<file path="config.mk">
export PLATFORM = sky130hd
export DESIGN_NAME = mult_control_param
export DESIGN_NICKNAME = d
export VERILOG_FILES = /design/src/rtl/mult_control_param.sv
export SDC_FILE = /design/constraint.sdc
export NUM_CORES = 1
export LEC_CHECK = 0
export ABC_AREA = 0
export CAP_MARGIN = 25
export CORE_AREA = 2 2 39 41
export DETAILED_ROUTE_END_ITERATION = 7
export DIE_AREA = 0 0 41 43
export HOLD_SLACK_MARGIN = 0.1
export PLACE_DENSITY = 0.67
export SKIP_CTS_REPAIR_TIMING = 1
export SLEW_MARGIN = 15
export SYNTH_ARGS = -nofsm -noshare
export SYNTH_HDL_FRONTEND = slang
export SYNTH_SLANG_ARGS = --single-unit
</file>
<file path="constraint.sdc">
create_clock -name Clk -period 3.2 [get_ports Clk]
set_input_delay 0.48 -clock Clk [delete_from_list [all_inputs] [get_ports Clk]]
set_output_delay 0.48 -clock Clk [all_outputs]
set_load 0.01 [all_outputs]
</file>
<file path="src/rtl/mult_control_param.sv">
// Sequencer for a shift-add multiplier: one ADD/SHIFT pair per operand bit, optional signed final subtract.
// Optional abort is enabled by defining MULT_CTRL_ABORT_EN.
module mult_control_param #(
    parameter int WIDTH  = 8,
    parameter bit SIGNED = 1'b1
) (
    input  logic Clk,
    input  logic Reset,
    input  logic Execute,
    input  logic M,
    input  logic Abort,
    output logic ClrA_LdB,
    output logic Add,
    output logic Sub,
    output logic Shift,
    output logic Busy,
    output logic Done
);

    localparam int CW = $clog2(WIDTH + 1);
    localparam logic [CW-1:0] LAST_IDX = CW'(WIDTH - 1);

    typedef enum logic [2:0] {
        IDLE  = 3'd0,
        LOAD  = 3'd1,
        ADD   = 3'd2,
        SHIFT = 3'd3,
        DONE  = 3'd4
    } state_t;

    state_t        state;
    logic [CW-1:0] cnt;
    logic          last;
    logic          abort_req;

`ifdef MULT_CTRL_ABORT_EN
    assign abort_req = Abort;
`else
    logic unused_abort;
    assign unused_abort = Abort;
    assign abort_req    = 1'b0;
`endif

    assign last = (cnt == LAST_IDX);

    // NOTE: state registers use non-blocking assignments so every flop samples pre-edge values.
    always_ff @(posedge Clk) begin
        if (Reset) begin
            state <= IDLE;
            cnt   <= '0;
        end else if (abort_req && state != IDLE) begin
            state <= IDLE;
            cnt   <= '0;
        end else begin
            case (state)
                IDLE: begin
                    if (Execute && !abort_req) state <= LOAD;
                end
                LOAD: begin
                    cnt   <= '0;
                    state <= ADD;
                end
                ADD: begin
                    state <= SHIFT;
                end
                SHIFT: begin
                    if (last) begin
                        state <= DONE;
                    end else begin
                        cnt   <= cnt + 1'b1;
                        state <= ADD;
                    end
                end
                DONE: begin
                    // Leaving DONE requires Execute to drop, so a held request runs only once.
                    if (!Execute) state <= IDLE;
                end
                default: begin
                    state <= IDLE;
                    cnt   <= '0;
                end
            endcase
        end
    end

    // NOTE: every output gets a default first, so no path can infer a latch.
    always_comb begin
        ClrA_LdB = 1'b0;
        Add      = 1'b0;
        Sub      = 1'b0;
        Shift    = 1'b0;
        Busy     = 1'b0;
        Done     = 1'b0;
        case (state)
            LOAD: begin
                ClrA_LdB = 1'b1;
                Busy     = 1'b1;
            end
            ADD: begin
                Busy = 1'b1;
                // The signed multiplier MSB carries negative weight, hence subtract on the last bit.
                Sub  = M & last & SIGNED;
                Add  = M & ~(last & SIGNED);
            end
            SHIFT: begin
                Shift = 1'b1;
                Busy  = 1'b1;
            end
            DONE: begin
                Done = 1'b1;
            end
            default: ;
        endcase
    end

endmodule
</file>
* Word level (Yosys, flattened, before mapping)
Cells that the tools add are included.
Storage, ports and cells: word-level logic and storage cells 32, register bits after elaboration 7
Operators by class: mux-type cells 12, reductions and logical operators 5, equal/unequal tests 8, bitwise operators 4, add/subtract/negate cells 1
Operators with widths (number):
- 3-bit one-hot mux with 5 select lines | 1
- 3-bit 2-to-1 mux | 3
- 4-bit one-hot mux with 2 select lines | 1
- 3-bit by 2-bit == test with 1-bit output, second input constant | 2
- 1-bit 2-to-1 mux | 6
- 2-bit != test, second input constant | 3
- 3-bit OR reduction | 2
- 4-bit by 1-bit adder with 4-bit output, second input constant | 1
- 4-bit by 3-bit == test with 1-bit output, second input constant | 1
- 4-bit 2-to-1 mux | 1
- 2-bit AND reduction | 2
- 3-bit by 1-bit == test with 1-bit output, second input constant | 1
- 3-bit == test, second input constant | 1
- 3-bit logical NOT | 1
- 1-bit bitwise AND | 2
- 1-bit NOT | 2

* Longest topological paths before layout
depth after elaboration 4, depth in mapped cells 5, mapped depth without buffers 4

* Least setup slack after synthesis
No wires, ideal clock.
path type register -> output, start reg cnt[0], end out Add, slack 1714 ps, path buffers 1, required time 2720 ps, arrival 1006 ps, stages on the path, launching flop included 5, path through dfxtp_1 -> ha_1 -> and3b_1 -> buf_6 -> nor2_1
On the way: longest elaborated chain between the ends 4
Ends and longest elaborated chain:
- start, declared | RTL line 32 | logic [CW-1:0] cnt;
- start signal, assigned | RTL line 70 | cnt <= cnt + 1'b1;
- 4-bit by 3-bit == test with 1-bit output | RTL line 44 | assign last = (cnt == LAST_IDX);
- 1-bit NOT | RTL line 103 | Add = M & ~(last & SIGNED);
- 1-bit bitwise AND | RTL line 103
- 1-bit 2-to-1 mux | RTL line 94 | case (state)
- end, declared | RTL line 13 | output logic Add,
Every way passes these cells.

* Final worst setup path
start reg state[1], end out Sub
On the way: longest elaborated chain between the ends 2
Ends and longest elaborated chain:
- start, declared | RTL line 31 | state_t state;
- start signal, assigned | RTL line 49 | state <= IDLE;
- start signal, assigned | RTL line 52 | state <= IDLE;
- start signal, assigned | RTL line 57 | if (Execute && !abort_req) state <= LOAD;
- 3-bit by 2-bit == test with 1-bit output | RTL line 94
- 1-bit 2-to-1 mux | RTL line 94
- end, declared | RTL line 14 | output logic Sub,
Every way passes these cells.

==> summary.txt <==
Worst setup path
  – Worst setup SP type: register
  – CP Buf/Inv Count: 1
  – Largest delay contributor family on the critical path: buffers and inverters
  – Max FO, Critical Path: 9
  – WP data arrival: between 1.5 and 2 ns
  – Critical path's slowest cell: clkdlybuf4s50_1
  – Crit. End Element: primary output
  – Worst Path Class, Setup: register to primary output
  – CP Launch Point: state[1]
  – Crit-path cells: nor2b_2 -> nand3b_1 -> nor3_1 -> clkdlybuf4s50_1
  – Slowest stage delay, CP: between 0.5 and 0.6 ns
  – Start of the worst register-to-register path: cnt[0]
  – WP data required: between 2 and 3 ns

CTS
  – TritonCTS clock tree: yes
  – CTS Buf Count: 3
  – Worst-path clk slew: ~0.06 ns
  – Root Driver: clkbuf_4
  – Clock Latency Late Sink: ~0.26 ns
  – CTS max path bufs: 2
  – Clock sink count: 7
  – Htree depth: 1

Run
  – Max cap viols: 0

Logic synthesis
  – Yosys warning count: 0
  – Most common cell in the netlist: dfxtp_1
  – Commonest cells post-synth: dfxtp_1 (7), nor2_1 (6), nand3b_1 (3)
  – Yosys top cell area share: ~33%
  – #FFs+latches synth: 7
  – Fraction of registers with async set/reset: 0%
  – Ys flop type: dfxtp_1
  – Sequential area share after synthesis: between 30% and 40%
  – Mapped Nets: 54
  – Post-synth cell types: 28
  – Syn_area_per_cell: ~9 um^2
  – Post-synth EDFFs: 0
  – Cell Area, Synth: about 430 um^2
  – Area leader, netlist: dfxtp_1
  – Post-Synthesis Cells: 48
  – Top cells by area, synth: dfxtp_1 (33%), buf_6 (5.3%), nand3b_1 (5.3%), nor2_1 (5.3%), a21oi_2 (4.1%)

Pwr
  – Leak Pwr: ~0.0002 uW
  – Comb pwr share: between 10% and 20%
  – Switching power: between 50 and 60 uW
  – Clock share of power: 39.8%
  – Reg power frac: ~46%
  – Cell Int Power: about 150 uW
  – Worst vdd ir: between 0.0002 and 0.00025 V
  – Switching share of power: about a quarter
  – Pwr Density: 395 nW/um^2

Timing
  – Final Max Tran Viols: 0
  – Count of final setup violators: 0
  – Clk_skew: around 0.0078 ns
  – Final period utilization: 71.9%
  – Final TNS setup: 0 ns
  – Fin. Hold Viols: 0
  – Final min period: around 2.3 ns
  – Slew HR: ~76%
  – Hold slack: ~0.53 ns
  – Unrepaired setup endpoints after global routing: false
  – Max Fclk: about 0.43 GHz
  – Slew of the pin with the lowest slew margin: around 0.36 ns

Die
  – DIE WIDTH: around 41 um
  – Core ar.: 1380 um^2
  – Io pins: 11
  – FP Rows: 14
  – Initial core utilization: a little over 30%
  – Die area: 1760 um^2
  – Die height: between 40 and 50 um

Place
  – Port bufs: 9
  – Post-DP HPWL: 606 um
  – GP Congestion: 0.772
  – Post-placement cell count: just under 70

Final layout
  – Non-Filler Instances: 73
  – P&R area growth vs syn: 23.2%
  – Share of layout cells above drive strength 1: 14.0%
  – Filler cells: 150
  – Final nets: 64
  – # diodes: 0

Global routing
  – Largest net degree at the start of global routing: 11
  – Number of global-route vias before repair: between 300 and 400
  – Overflow after GRT: 0
  – First-pass GRT wire length: between 1000 and 1500 um
  – GRT Total Usage: 11.4%
  – Initial antenna violation count: 0

Worst hold path
  – Worst min-delay path class: register to register
  – Worst min-delay path startpoint: cnt[3]

Drt
  – Routed length per placed instance: ~12 um
  – Vias per cell: 5.22
  – Final ANT Viol Nets: 0
  – Routed WL: around 840 um
  – Pre-Repair DR Iteration Count: 4
  – DR iter-0 viols: 9
  – Total number of vias: approximately 380
  – Remaining DRCs: 0

Outcome
  – Status: finished, final reports clean
[final timing paths]
kind	endpoint	slack [ns]	depth (start not counted)
setup / recovery	Sub	0.90	4
hold / removal	cnt[3]	0.53	2
setup reg to reg	cnt[3]	1.84	4
hold reg to reg	cnt[3]	0.53	2
[worst reg2reg max path, delay by kind of cell, from the launching register on]
family / cells / cell delay (ns)
DFF: 1 / 0.33
and+or+nand+nor: 1 / 0.26
AOI/OAI and AO/OA: 1 / 0.25
adders and majority gates: 1 / 0.24
muxes: 1 / 0.20
[cells by family after synthesis]
| kind of cell | share of synthesized area (%) |
|---|---|
| flops | 32.9 |
| compound gates | 20.3 |
| fa+ha+maj | 2.94 |
| mux | 2.35 |
| buf+inv | 10.6 |
| simple gates | 30.9 |
[power by group through the flow]
stage | Sequential [uW] | Clock, uW | Combinational, uW
6_report | 95.6 | 82.3 | 28.9
5_1_grt | 96.1 | 91.9 | 31.8
4_1_cts | 95.6 | 86.3 | 29.1
3_5_place_dp | 97.4 | 0 | 29.0
3_3_place_gp | 97.4 | 0 | 28.6
2_1_floorplan | 92.6 | 0 | 22.3
[layout make-up]
type,count,area (um^2),share of cell area [%]
Inverter,2,7.51,1.43
Clock buffer,4,26.3,5.01
Sequential cell,7,140,26.7
Multi-Input combinational cell,35,240,45.8
Tap cell,16,20.0,3.82
Timing Repair Buffer,9,90.1,17.2
[registers in the layout, indices dropped and copies added, names as in the netlist]
register	count
state	3
cnt	4
[metal layers]
layer	routed length (um)	up-vias	GRT usage, %
li1	-	193	-
met1	391	174	14.2
met2	358	12	13.1
met3	77	2	9.42
met4	14	0	6.00
met5	0	-	0
[cells in the final DEF (no fill, tap or decap), types with 2 or more instances in the layout]
cell type,count
nor4_1,2
nand3_1,2
dfxtp_1,7
nor3_1,2
clkdlybuf4s50_1,9
inv_1,2
nand3b_1,3
a21oi_2,2
clkbuf_4,3
nor2_1,6
[metrics by stage]
step / util, % / cell area [um^2] / setup WS (ns) / total power [uW]
after floorplan: - / 425 / 1.71 / 115
after global placement: 36.0 / 498 / 0.992 / 126
after detailed placement: 36.0 / 498 / 0.992 / 126
after CTS: 37.9 / 524 / 0.886 / 211
after global routing: 37.9 / 524 / 0.751 / 220
final: 37.9 / 524 / 0.898 / 207
No activity file was read; power rests on OpenSTA's default activity.
